<file path="src/rtl/imem_loader.sv">
// Instruction memory loader: accepts a framed byte stream (length, big-endian
// words, XOR checksum), writes words to imem and releases CPU reset on success.
module imem_loader #(
  parameter int ADDR_WIDTH = 10,
  parameter int DEPTH      = 256
) (
  input  logic                  i_clk,
  input  logic                  i_rst_n,
  input  logic                  i_start,
  input  logic [7:0]            i_byte,
  input  logic                  i_byte_valid,
  output logic                  o_byte_ready,
  output logic                  o_we,
  output logic [ADDR_WIDTH-1:0] o_addr,
  output logic [31:0]           o_wdata,
  output logic                  o_busy,
  output logic                  o_done,
  output logic                  o_error,
  output logic                  o_cpu_rst_n
);

  // state   | meaning
  // S_IDLE  | waiting for i_start after reset
  // S_LEN_HI| expecting word-count high byte
  // S_LEN_LO| expecting word-count low byte, range check
  // S_DATA  | assembling and writing data words
  // S_CSUM  | expecting checksum byte
  // S_DONE  | image loaded and verified, CPU released
  // S_ERR   | length overflow or checksum mismatch
  typedef enum logic [2:0] {
    S_IDLE, S_LEN_HI, S_LEN_LO, S_DATA, S_CSUM, S_DONE, S_ERR
  } state_t;

  localparam int WCW = $clog2(DEPTH) + 1;

  state_t          state, state_nxt;
  logic [7:0]      len_hi;
  logic [15:0]     len;
  logic [WCW-1:0]  word_cnt;
  logic [1:0]      byte_cnt;
  logic [7:0]      csum;
  logic [23:0]     shreg;
  logic            xfer;
  logic            start_acc;
  logic [15:0]     len_n;
  logic            last_word;

  assign xfer      = i_byte_valid && o_byte_ready;
  assign len_n     = {len_hi, i_byte};
  assign start_acc = i_start && (state == S_IDLE || state == S_DONE || state == S_ERR);
  assign last_word = (32'(word_cnt) + 32'd1) == {16'd0, len};

  always_ff @(posedge i_clk or negedge i_rst_n) begin
    if (!i_rst_n) state <= S_IDLE;
    else          state <= state_nxt;
  end

  always_comb begin
    state_nxt = state;
    case (state)
      S_IDLE, S_DONE, S_ERR: if (i_start) state_nxt = S_LEN_HI;
      S_LEN_HI: if (xfer) state_nxt = S_LEN_LO;
      S_LEN_LO: if (xfer) begin
        if (len_n == 16'd0)                    state_nxt = S_CSUM;
        else if ({16'd0, len_n} > 32'(DEPTH))  state_nxt = S_ERR;
        else                                   state_nxt = S_DATA;
      end
      S_DATA: if (xfer && byte_cnt == 2'd3 && last_word) state_nxt = S_CSUM;
      S_CSUM: if (xfer) state_nxt = (i_byte == csum) ? S_DONE : S_ERR;
      default: state_nxt = S_IDLE;
    endcase
  end

  assign o_byte_ready = (state == S_LEN_HI) || (state == S_LEN_LO) ||
                        (state == S_DATA)   || (state == S_CSUM);
  assign o_busy       = o_byte_ready;
  assign o_done       = (state == S_DONE);
  assign o_error      = (state == S_ERR);
  assign o_cpu_rst_n  = (state == S_DONE);

  always_ff @(posedge i_clk or negedge i_rst_n) begin
    if (!i_rst_n) begin
      len_hi   <= '0;
      len      <= '0;
      word_cnt <= '0;
      byte_cnt <= '0;
      csum     <= '0;
      shreg    <= '0;
      o_we     <= 1'b0;
      o_addr   <= '0;
      o_wdata  <= '0;
    end else begin
      o_we <= 1'b0;
      if (start_acc) begin
        word_cnt <= '0;
        byte_cnt <= '0;
        csum     <= '0;
      end
      case (state)
        S_LEN_HI: if (xfer) len_hi <= i_byte;
        S_LEN_LO: if (xfer) len <= len_n;
        S_DATA: if (xfer) begin
          csum     <= csum ^ i_byte;
          byte_cnt <= byte_cnt + 2'd1;
          shreg    <= {shreg[15:0], i_byte};
          // Fourth byte completes the word; write it next cycle.
          if (byte_cnt == 2'd3) begin
            o_we     <= 1'b1;
            o_addr   <= ADDR_WIDTH'({word_cnt, 2'b00});
            o_wdata  <= {shreg, i_byte};
            word_cnt <= word_cnt + 1'b1;
          end
        end
        default: ;
      endcase
    end
  end

endmodule
</file>
<file path="config.mk">
export PLATFORM = sky130hd
export DESIGN_NAME = imem_loader
export DESIGN_NICKNAME = d
export VERILOG_FILES = /design/src/rtl/imem_loader.sv
export SDC_FILE = /design/constraint.sdc
export NUM_CORES = 1
export LEC_CHECK = 0
export ABC_CLOCK_PERIOD_IN_PS = 2700
export CELL_PAD_IN_SITES_DETAIL_PLACEMENT = 0
export CELL_PAD_IN_SITES_GLOBAL_PLACEMENT = 1
export CORE_UTILIZATION = 48
export DETAILED_ROUTE_END_ITERATION = 8
export DONT_BUFFER_PORTS = 1
export PLACE_DENSITY_LB_ADDON = 0.15
export RECOVER_POWER = 25
export SLEW_MARGIN = 5
export SYNTH_ARGS = -nofsm -noshare
export SYNTH_HDL_FRONTEND = slang
export SYNTH_SLANG_ARGS = --single-unit
</file>
<file path="constraint.sdc">
create_clock -name i_clk -period 2.7 [get_ports i_clk]
set_input_delay 0.27 -clock i_clk [delete_from_list [all_inputs] [get_ports i_clk]]
set_output_delay 0.27 -clock i_clk [all_outputs]
set_load 0.005 [all_outputs]
</file>
==> impl_metrics.json <==
{
  "cellLeakagePower_nw": 2.604,
  "syn_area_um2": 4950,
  "synthToLayoutAreaGrowth_pct": 7.078,
  "setup_repair_after_global_routing_missed_its_margin": "false",
  "clk_pin_slew_ps": 110,
  "numPlacedInstances": 642,
  "design.final.nets": 540,
  "clk_latency_ps": 380,
  "vias_per_cell": 5.366,
  "cells_after_synthesis": 528,
  "clock_sink_count": 111,
  "crit_arrival_ps": 2760,
  "fin_worst_skew_ps": 12.01,
  "cts_resizes": 0,
  "start_kind": "flop",
  "period_needed_ps": 2479,
  "placed_area_um2": 5050,
  "drt_pass1_iterations": 4,
  "htree_levels": 3,
  "max_slew.worst_pin.slew_ps": 805.3,
  "postSynthRegisterBits": 111,
  "synth_seq_area_share": 0.5612,
  "run_status": "finished with violations",
  "cts_hold_buf": 6,
  "initial_utilization": 0.5018,
  "power_per_cell_area_nw_per_um2": 946.6,
  "yosys_warnings": 0,
  "final_hold_slack_ps": -432.8,
  "tritoncts": "built",
  "detailed_place_hpwl_um": 6907,
  "portBuffers": 0,
  "regArea_um2": 2778,
  "wire_length_of_the_first_global_routing_pass_um": 18050,
  "drt_first_iter_violations": 197,
  "hold_violations": 111,
  "via_count": 3563,
  "drive_gt1_frac": 0.1036,
  "layoutNonFillerInstCount": 664,
  "clk_path_buf_depth": 2,
  "width_of_the_chip_um": 103.5,
  "number_of_enable_flip_flop_cells_after_synthesis": 0,
  "postSynthAreaPerCell_um2": 9.375,
  "timing_worst_setup_path_type": "reg -> reg",
  "endpoint_kind": "flop",
  "finalSetupViolCount": 0,
  "max_slew_margin": 0.4613,
  "tns_ps": 0,
  "synth-async-reset-ratio": 1.000,
  "antenna_found_initial": 0,
  "track_usage": 0.2129,
  "n_fill_cell": 932,
  "multiInputGateArea_um2": 2038,
  "routed_wirelength_um": 10910,
  "fin_crit_sh": 0.9183,
  "cts_made_buffers": 9,
  "final_common_cell": "sky130_fd_sc_hd__nand2_1",
  "maxCapViolCount": 0,
  "worst_hold_path_type": "in -> async",
  "core_area_um2": 9864,
  "remaining_drc_errors": 0,
  "final-max-slew-violation-count": 0,
  "antennaDiodeCount": 0,
  "setup_ws_ps": 220.7,
  "netlist-cell-type-count": 46,
  "final_cell_mix": "209 x sky130_fd_sc_hd__nand2_1, 111 x sky130_fd_sc_hd__dfrtp_1, 42 x sky130_fd_sc_hd__o21ai_0",
  "synthFlopType": "sky130_fd_sc_hd__dfrtp_1",
  "placement.setup.worst_slack_ps": 260.8,
  "fin_total_pwr_mw": 5.017,
  "worst-path-max-fanout": 7,
  "timing.fmax_mhz": 403.3,
  "place_congestion": 0.8070,
  "route.antenna.remaining_nets": 0,
  "vdd_ir_drop_max_v": 0.0004253,
  "violated_checks": "negative hold slack",
  "die_area_um2": 10720,
  "ioPinCount": 60,
  "grt_remaining_overflow": 0,
  "cp.required_ps": 2980,
  "grt_max_degree": 112,
  "final_design_area_no_fill_um2": 5300,
  "die_h_um": 103.5,
  "cts_root_buffer": "sky130_fd_sc_hd__clkbuf_8",
  "grt_pass1_vias": 3445,
  "wl_per_cell_um": 16.43,
  "cts_post_setup_buffers_inserted": 0,
  "core.rowCount": 36
}
## power breakdown
part / internal (mW) / total, mW / leakage (nW) / switching [mW]
combinational: 0.631 / 1.35 / 1.05 / 0.719
sequential: 2.21 / 2.68 / 1.46 / 0.475
clock: 0.394 / 0.982 / 0.0963 / 0.588
total: 3.23 / 5.02 / 2.60 / 1.78
## cells in the mapped netlist (all sizes together), types with 6 or more instances
library cell | count | share of area
a21oi | 6 | 0.0061
buf | 7 | 0.0091
clkbuf | 18 | 0.014
dfrtp | 111 | 0.56
inv | 7 | 0.0053
mux2 | 25 | 0.057
nand2 | 210 | 0.16
nor2 | 14 | 0.011
nor2b | 16 | 0.020
o21ai | 42 | 0.042
xnor2 | 7 | 0.012
xor2 | 8 | 0.014
## per-layer routing
metal / GRT usage / part of all wire
met3: 0.05035 / 0.047
met2: 0.3054 / 0.44
met1: 0.3198 / 0.51
met4: 0.06211 / 0.0093
met5: 0 / 0
## area by class of cell
class / instances / area share
Sequential cell: 111 / 0.5241
Tap cell: 133 / 0.03140
Clock buffer: 11 / 0.02856
Clock inverter: 5 / 0.007318
Multi-Input combinational cell: 385 / 0.3846
Timing Repair Buffer: 11 / 0.01841
Inverter: 8 / 0.005666
## sequential cells by signal, summed over array words and instances (netlist names)
name / cells
o_addr: 8
csum: 8
o_we: 1
o_wdata: 32
len: 16
len_hi: 8
shreg: 24
byte_cnt: 2
state: 3
word_cnt: 9
## per-stage QoR
stage / hold slack (ps) / utilization
detailed placement: -23.27 / 0.5119
CTS: -442.1 / 0.5373
finish: -432.8 / 0.5373
floorplan: -25.59 / -
global placement: -23.26 / 0.5119
global route: -461.2 / 0.5373
## critical path, cell delays in order, from the launching register on
cell,delay [ps]
sky130_fd_sc_hd__dfrtp_1,520
sky130_fd_sc_hd__ha_1,330
sky130_fd_sc_hd__nand3_2,150
sky130_fd_sc_hd__or3_1,440
sky130_fd_sc_hd__xnor2_1,190
sky130_fd_sc_hd__nand4_1,130
sky130_fd_sc_hd__or4_4,450
sky130_fd_sc_hd__and2_1,170
## logic make-up after synthesis
group,Yosys count,share of synthesized area
adder cells (fa/ha/maj),2,0.005055
buffers and inverters,33,0.02882
other,1,0.0007576
AND/OR/NAND/NOR,278,0.2467
AO/OA/AOI/OAI,60,0.06800
XOR/XNOR,15,0.02654
flip-flops,111,0.5612
multiplexers,28,0.06294
## path summary, 6_finish.rpt
check / endpoint / cells after the start / start / slack, ps
worst min register to register: o_wdata[30] / 2 / shreg[22] / 480
worst min-delay path: o_wdata[28] / 0 / i_rst_n / -430
worst max register to register: state[1] / 7 / word_cnt[0] / 220
max in group asynchronous: word_cnt[2] / 0 / i_rst_n / 2930
min in group i_clk: len_hi[3] / 1 / i_byte[3] / 30
worst max-delay path: state[1] / 7 / word_cnt[0] / 220
No activity file was read; power rests on OpenSTA's default activity.
